==> config.mk <==
export PLATFORM = sky130hd
export DESIGN_NAME = ftdi_sync_rx
export DESIGN_NICKNAME = d
export VERILOG_FILES = /design/src/rtl/ftdi_pkg.sv /design/src/rtl/byte_fifo.sv /design/src/rtl/ftdi_sync_rx.sv
export SDC_FILE = /design/constraint.sdc
export NUM_CORES = 1
export LEC_CHECK = 0
export CAP_MARGIN = 15
export CORE_MARGIN = 3
export CORE_UTILIZATION = 52
export DETAILED_ROUTE_END_ITERATION = 16
export DONT_BUFFER_PORTS = 1
export GPL_TIMING_DRIVEN = 0
export HOLD_SLACK_MARGIN = 0.02
export PLACE_DENSITY = 0.81
export SYNTH_ARGS = -nofsm -noshare
export SYNTH_HDL_FRONTEND = slang
export SYNTH_SLANG_ARGS = --single-unit
==> constraint.sdc <==
create_clock -name ftdiclk -period 3.25 [get_ports ftdiclk]
set_clock_uncertainty 0.15 [all_clocks]
set_input_delay 0.65 -clock ftdiclk [delete_from_list [all_inputs] [get_ports ftdiclk]]
set_output_delay 0.65 -clock ftdiclk [all_outputs]
set_load 0.03 [all_outputs]
==> src/rtl/ftdi_pkg.sv <==
// Shared FTDI 245 synchronous FIFO definitions: bus width, pin levels, FSM states.
package ftdi_pkg;

  localparam int unsigned FTDI_BYTE_W = 8;

  // FTDI control pins are active-low.
  localparam logic FTDI_ASSERTED   = 1'b0;
  localparam logic FTDI_DEASSERTED = 1'b1;

  typedef enum logic [1:0] {
    IDLE     = 2'd0,
    OE_SETUP = 2'd1,
    READ     = 2'd2,
    RELEASE  = 2'd3
  } rx_state_t;

endpackage

==> src/rtl/byte_fifo.sv <==
// Synchronous first-word-fall-through byte FIFO with a registered head and valid flag.
module byte_fifo #(
  parameter int unsigned DEPTH = 8,
  parameter int unsigned WIDTH = 8
) (
  input  logic                     clk_i,
  input  logic                     rst_i,
  input  logic                     push_i,
  input  logic [WIDTH-1:0]         push_data_i,
  input  logic                     pop_i,
  output logic [WIDTH-1:0]         head_data_o,
  output logic [$clog2(DEPTH):0]   count_o,
  output logic                     full_o,
  output logic                     empty_o
);

  localparam int unsigned AW = $clog2(DEPTH);
  localparam logic [AW-1:0] PTR_ONE    = AW'(1);
  localparam logic [AW:0]   CNT_ONE    = (AW + 1)'(1);
  localparam logic [AW:0]   FULL_COUNT = (AW + 1)'(DEPTH);

  logic [WIDTH-1:0] mem_q [DEPTH];
  logic [AW-1:0]    wr_ptr_q, wr_ptr_d;
  logic [AW-1:0]    rd_ptr_q, rd_ptr_d;
  logic [AW:0]      count_q, count_d;
  logic [WIDTH-1:0] head_q, head_d;
  logic             empty_q, empty_d;
  logic             full;
  logic             push_ok;
  logic             pop_ok;

  assign full        = (count_q == FULL_COUNT);
  assign full_o      = full;
  assign empty_o     = empty_q;
  assign count_o     = count_q;
  assign head_data_o = head_q;

  // Next pointers, occupancy and head word; a push into a full FIFO is accepted only alongside a pop.
  always_comb begin
    pop_ok   = pop_i && !empty_q;
    push_ok  = push_i && (!full || pop_ok);
    wr_ptr_d = push_ok ? wr_ptr_q + PTR_ONE : wr_ptr_q;
    rd_ptr_d = pop_ok  ? rd_ptr_q + PTR_ONE : rd_ptr_q;
    count_d  = count_q;
    case ({push_ok, pop_ok})
      2'b10:   count_d = count_q + CNT_ONE;
      2'b01:   count_d = count_q - CNT_ONE;
      default: count_d = count_q;
    endcase
    empty_d = (count_d == '0);
    // The head is registered, so it is looked up from next-state pointers; when the
    // new head is the word being written this edge it bypasses the memory.
    head_d = head_q;
    if ((push_ok || pop_ok) && !empty_d) begin
      head_d = (push_ok && (wr_ptr_q == rd_ptr_d)) ? push_data_i : mem_q[rd_ptr_d];
    end
  end

  // Pointer, count and head registers; reset discards all contents.
  always_ff @(posedge clk_i) begin
    if (rst_i) begin
      wr_ptr_q <= '0;
      rd_ptr_q <= '0;
      count_q  <= '0;
      head_q   <= '0;
      empty_q  <= 1'b1;
    end else begin
      wr_ptr_q <= wr_ptr_d;
      rd_ptr_q <= rd_ptr_d;
      count_q  <= count_d;
      head_q   <= head_d;
      empty_q  <= empty_d;
    end
  end

  // Storage array; no reset needed since the pointers gate every read.
  always_ff @(posedge clk_i) begin
    if (push_ok) begin
      mem_q[wr_ptr_q] <= push_data_i;
    end
  end

endmodule

==> src/rtl/ftdi_sync_rx.sv <==
// FT232H 245 synchronous FIFO receive path: drives OE#/RD#, buffers host bytes, streams them out.
module ftdi_sync_rx
  import ftdi_pkg::*;
#(
  parameter int unsigned FIFO_DEPTH = 8,
  parameter int unsigned HEADROOM   = 3
) (
  input  logic                   ftdiclk,
  input  logic                   reset,
  input  logic                   ftdi_rxf_n,
  input  logic [FTDI_BYTE_W-1:0] ftdi_data_in,
  output logic                   ftdi_oe_n,
  output logic                   ftdi_rd_n,
  output logic                   rx_bus_owned,
  output logic [FTDI_BYTE_W-1:0] m_data,
  output logic                   m_valid,
  input  logic                   m_ready,
  output logic                   overflow,
  output logic [15:0]            rx_count
);

  localparam int unsigned CW = $clog2(FIFO_DEPTH) + 1;
  localparam logic [CW-1:0] DEPTH_C    = CW'(FIFO_DEPTH);
  localparam logic [CW-1:0] HEADROOM_C = CW'(HEADROOM);

  rx_state_t        state_q, state_d;
  logic             oe_n_q, oe_n_d;
  logic             rd_n_q, rd_n_d;
  logic             owned_q, owned_d;
  logic             overflow_q, overflow_d;
  logic [15:0]      rx_count_q, rx_count_d;

  logic [CW-1:0]    fifo_count;
  logic             fifo_full;
  logic             fifo_empty;
  logic [CW-1:0]    space;
  logic             has_room;
  logic             rxf;
  logic             capture;
  logic             pop;
  logic             push_acc;

  assign space    = DEPTH_C - fifo_count;
  assign has_room = (space >= HEADROOM_C);
  assign rxf      = (ftdi_rxf_n == FTDI_ASSERTED);

  assign ftdi_oe_n    = oe_n_q;
  assign ftdi_rd_n    = rd_n_q;
  assign rx_bus_owned = owned_q;
  assign m_valid      = !fifo_empty;
  assign overflow     = overflow_q;
  assign rx_count     = rx_count_q;

  // Next-state logic; pin levels are derived from the next state so they register with it.
  always_comb begin
    state_d = state_q;
    case (state_q)
      IDLE:     if (rxf && has_room) state_d = OE_SETUP;
      OE_SETUP: state_d = rxf ? READ : RELEASE;
      READ:     if (!(rxf && has_room)) state_d = RELEASE;
      RELEASE:  state_d = IDLE;
      default:  state_d = IDLE;
    endcase

    oe_n_d  = FTDI_DEASSERTED;
    rd_n_d  = FTDI_DEASSERTED;
    owned_d = 1'b0;
    case (state_d)
      OE_SETUP: begin
        oe_n_d  = FTDI_ASSERTED;
        owned_d = 1'b1;
      end
      READ: begin
        oe_n_d  = FTDI_ASSERTED;
        rd_n_d  = FTDI_ASSERTED;
        owned_d = 1'b1;
      end
      RELEASE:  owned_d = 1'b1;
      default:  owned_d = 1'b0;
    endcase
  end

  // State and pin registers.
  always_ff @(posedge ftdiclk) begin
    if (reset) begin
      state_q <= IDLE;
      oe_n_q  <= FTDI_DEASSERTED;
      rd_n_q  <= FTDI_DEASSERTED;
      owned_q <= 1'b0;
    end else begin
      state_q <= state_d;
      oe_n_q  <= oe_n_d;
      rd_n_q  <= rd_n_d;
      owned_q <= owned_d;
    end
  end

  // A byte is valid when RD# was low going into the edge and RXF# is still low at it.
  always_comb begin
    capture    = (rd_n_q == FTDI_ASSERTED) && rxf;
    pop        = !fifo_empty && m_ready;
    push_acc   = capture && (!fifo_full || pop);
    rx_count_d = rx_count_q + 16'(push_acc);
    overflow_d = overflow_q || (capture && fifo_full && !pop);
  end

  // Sticky overflow flag and accepted-byte counter.
  always_ff @(posedge ftdiclk) begin
    if (reset) begin
      overflow_q <= 1'b0;
      rx_count_q <= '0;
    end else begin
      overflow_q <= overflow_d;
      rx_count_q <= rx_count_d;
    end
  end

  byte_fifo #(
    .DEPTH (FIFO_DEPTH),
    .WIDTH (FTDI_BYTE_W)
  ) u_fifo (
    .clk_i       (ftdiclk),
    .rst_i       (reset),
    .push_i      (capture),
    .push_data_i (ftdi_data_in),
    .pop_i       (pop),
    .head_data_o (m_data),
    .count_o     (fifo_count),
    .full_o      (fifo_full),
    .empty_o     (fifo_empty)
  );

endmodule

==> summary by stage <==
Finish
The top cell types in the final layout, fill and taps aside, are sky130_fd_sc_hd__edfxtp_1 (64), sky130_fd_sc_hd__mux2i_1 (58), sky130_fd_sc_hd__dfxtp_1 (40). Leaving out fill and tap cells, the most frequent cell in the layout is sky130_fd_sc_hd__edfxtp_1. In the final design database the tool counted 424 nets.

The fraction of layout instances using a drive strength above 1 is 13.86%. From synthesis to final layout, the design area changed by 9.302%. The repair_antennas step left the layout with diodes totalling 0.

Routing
The average via count per standard cell is 6.191. After detailed routing, the met3 layer carries 532 um of wire. The met1 wire length is 4435 um. Wires add up to 10020 um. Signal routing reaches up to met4. The remaining antenna violation count is 0. The number of DRC violations after detailed routing is 0. The detailed-route wire length per cell is 19.56 um.

The first-pass iteration count of the detailed router is 5. The routed length on met2 is 4905 um. In this run, the number of DRC markers left after iteration 0 of detailed routing was 199. Across all layers, the routed design uses 3170 vias.

Logic synthesis
The synthesized netlist devotes 10.85% of its cell area to simple gates. The count of synthesis-stage warnings from yosys is 0. The synthesized design contains 64 enable-type register cells. The share of async-settable or async-resettable flops after synthesis is 0%. The sequential share of the synthesized area is 56.48%. The synthesis-stage register bit count is 105. For this run, the leading register cell type out of synthesis is sky130_fd_sc_hd__edfxtp_1. The share of the synthesized area in the top cell type is 39.58%.

The per-instance average area after synthesis is 12.75 um^2. The compound-gate portion of the synthesized area is 8.941%. The dominant combinational cell family by area after synthesis is multiplexers. The synthesized netlist devotes 3.350% of its cell area to adder and majority cells.

The post-synthesis mux area share is 12.19%. The post-synthesis share of cell area spent on xor and xnor gates is 4.818%. Ranked by total cell area, the synthesized netlist is headed by sky130_fd_sc_hd__edfxtp_1 (40%), sky130_fd_sc_hd__dfxtp_1 (17%), sky130_fd_sc_hd__mux2i_1 (12%). The number of nets handed over by synthesis was 406. The number of instances in the synthesized netlist is 381.

Summing every instance area after synthesis gives 4856 um^2. Of all cell types, the one taking the most synthesized area is sky130_fd_sc_hd__edfxtp_1. The distinct cell type count after synthesis is 46.

Run
The count of maximum capacitance violations is 0.

Timing
Measured against its own limit, the worst slew margin works out to 20.68%. The transition time of the tightest slew-check pin is 1.187 ns. Setup repair after global routing left no endpoint under its margin.

The achievable frequency is 333.1 MHz. Setup violations remaining at the end of the flow were counted as 0. The number of slew-limit violations in the final report came to 0. The minimum clock period is 3.002 ns. The slack of the critical path is 0.2478 ns. Of the available clock period, the critical path in the final layout requires 92.38%. The number of endpoints with negative hold slack in the final report came to 0.

Worst setup path
The critical setup path kind is flip-flop to flip-flop. The number of buffer and inverter stages on the critical path is 3. The worst setup path is captured at a flip-flop. The largest fanout on the critical path is 8. Walking the worst path, the cells encountered are nor2b_2 > buf_6 > inv_2 > nand2_1 > nand2_4 > ha_1 > nand2b_1 > o32ai_2 > mux2i_1 > nor4b_4 > or3_1 > clkbuf_4 > o2bb2ai_1. The data required time of the critical path is 3.40 ns. The worst setup path is launched from a flip-flop.

The arrival time at the worst endpoint is 3.15 ns. For this run, the slowest stage of the critical path takes 0.38 ns. The largest individual stage delay along the critical path comes from the cell sky130_fd_sc_hd__mux2i_1. Among cell families on the critical path, the largest total delay comes from simple AND/OR/NAND/NOR gates.

Worst hold path
The path category of the worst min-delay check is input port to flip-flop.

Clock tree
The clock tree synthesis step divided the H-tree into 3 levels. TritonCTS built the clock tree. The post-CTS clock slew at the launch and capture registers of the worst setup and hold paths is 0.11 ns. The clock reaches the later pin of the worst-skew pair after 0.37 ns. Buffers inserted during clock tree synthesis total 9.

In this run the clock root is driven by a sky130_fd_sc_hd__clkbuf_8. The clock net in this run drives a total of 105 sinks. The largest buffer count on any clock path is 2.

Power
IR analysis of the VDD net gives a maximum drop of 0.0004188 V. In this run the static leakage power is 1.965 nW. Total power for the finished layout comes to 0.003126 W.

The power per cell area is 589.0 nW/um^2.

Floorplan
The die covers 10530 um^2. The initial core utilization is 54.62%. The core region is 8891 um^2.

In this run the horizontal extent of the chip is 102.6 um. In this run the core area contains 34 standard-cell rows. From bottom edge to top edge, the die measures 102.6 um. The boundary pin count is 41.

Global routing
The leftover overflow at the end of global routing is 0. Entering global routing, the biggest net connects 19 pins. The initial antenna violation count is 0. The number of global-route vias before repair is 3098.

The aggregate global-route resource usage is 20.23%. The wire length of the first global-routing pass is 16100 um.

Run status
The flow ran to the end, and the final reports show no timing, DRC or antenna violations.

Placed design
Routability-driven placement finished with a final weighted congestion of 0.7884. The HPWL after detailed placement is 6724 um. The number of buffers added on ports is 0. At the placement stage, the worst setup path has a slack of -0.3898 ns.
==> synth_stat cells, types with 3 or more instances <==
master and instances:
sky130_fd_sc_hd__xor2_2 3, sky130_fd_sc_hd__nand2b_1 7, sky130_fd_sc_hd__dfxtp_1 41, sky130_fd_sc_hd__inv_1 5
sky130_fd_sc_hd__nand4_1 4, sky130_fd_sc_hd__o21ai_0 4, sky130_fd_sc_hd__xnor2_1 3, sky130_fd_sc_hd__or3_1 6
sky130_fd_sc_hd__o221ai_1 8, sky130_fd_sc_hd__nand3_1 15, sky130_fd_sc_hd__nor2_1 33, sky130_fd_sc_hd__nor3_1 4
sky130_fd_sc_hd__mux2i_1 58, sky130_fd_sc_hd__nor2b_1 4, sky130_fd_sc_hd__buf_2 8, sky130_fd_sc_hd__edfxtp_1 64
sky130_fd_sc_hd__clkbuf_1 8, sky130_fd_sc_hd__nand2_1 12, sky130_fd_sc_hd__ha_1 13, sky130_fd_sc_hd__buf_6 6
sky130_fd_sc_hd__o2bb2ai_1 8, sky130_fd_sc_hd__a21oi_1 7, sky130_fd_sc_hd__xor2_1 15, sky130_fd_sc_hd__a32oi_1 16
==> power by group <==
group	switching, W	leakage, nW	internal, W
clock	0.000449	0.105	0.000366
sequential	0.000113	0.907	0.00149
combinational	0.000397	0.953	0.000315
==> final cells by class <==
type / count / area (um^2)
Tap cell: 108 / 135.1
Fill cell: 690 / 3583
Clock inverter: 7 / 78.83
Inverter: 7 / 26.28
Sequential cell: 105 / 2744
Buffer: 22 / 140.1
Clock buffer: 9 / 123.9
Timing Repair Buffer: 7 / 45.04
Multi-Input combinational cell: 247 / 2014
==> cells by family after synthesis <==
group	count (synthesis)
xor+xnor	22
buf+inv	29
simple gates	100
compound gates	53
flops	105
mux	59
fa+ha+maj	13
==> state kept, by name, indices dropped and copies added (netlist names) <==
signal and count:
rx_count 16, u_fifo.mem_q 64, u_fifo.empty_o 1, u_fifo.wr_ptr_q 3, u_fifo.rd_ptr_q 3, state_q 2
ftdi_rd_n 1, u_fifo.head_data_o 8, ftdi_oe_n 1, rx_bus_owned 1, u_fifo.count_o 4, overflow 1
==> per-stage QoR <==
| step | cell area, um^2 | cells | hold slack [ns] | utilization [%] | TNS [ns] |
|---|---|---|---|---|---|
| 2_1_floorplan | 4856 | 381 | 0.4128 | - | 0 |
| 3_3_place_gp | 4991 | 489 | 0.4451 | 56.14 | -1.959 |
| 3_5_place_dp | 5012 | 491 | 0.4519 | 56.37 | -2.973 |
| 4_1_cts | 5243 | 507 | 0.2086 | 58.96 | 0 |
| 5_1_grt | 5308 | 512 | 0.1936 | 59.70 | 0 |
| 6_report | 5308 | 512 | 0.2146 | 59.70 | 0 |
==> worst paths after layout <==
check        slack, ns                   from                    end  depth (start not counted)
max               0.25         u_fifo.empty_o  u_fifo.head_data_o[7]                         13
min               0.21        ftdi_data_in[3]     u_fifo.mem_q[0][3]                          0
max reg2reg       0.25         u_fifo.empty_o  u_fifo.head_data_o[7]                         13
min reg2reg       0.47  u_fifo.head_data_o[0]  u_fifo.head_data_o[0]                          1
==> routing by layer <==
metal / GRT usage [%] / vias to the layer above
met5: 0 / -
met4: 6.862 / 0
met3: 5.210 / 12
met2: 31.63 / 93
met1: 27.60 / 1593
li1: - / 1472
==> repair_timing <==
| action | in CTS | in global routing |
|---|---|---|
| endpoints found under the setup margin | 8 | 8 |
| hold buffers | 0 | 0 |
| gates resized for setup | 4 | 7 |
| buffers inserted | 0 | 2 |
Note: power is estimated with default switching activity, not from simulation.
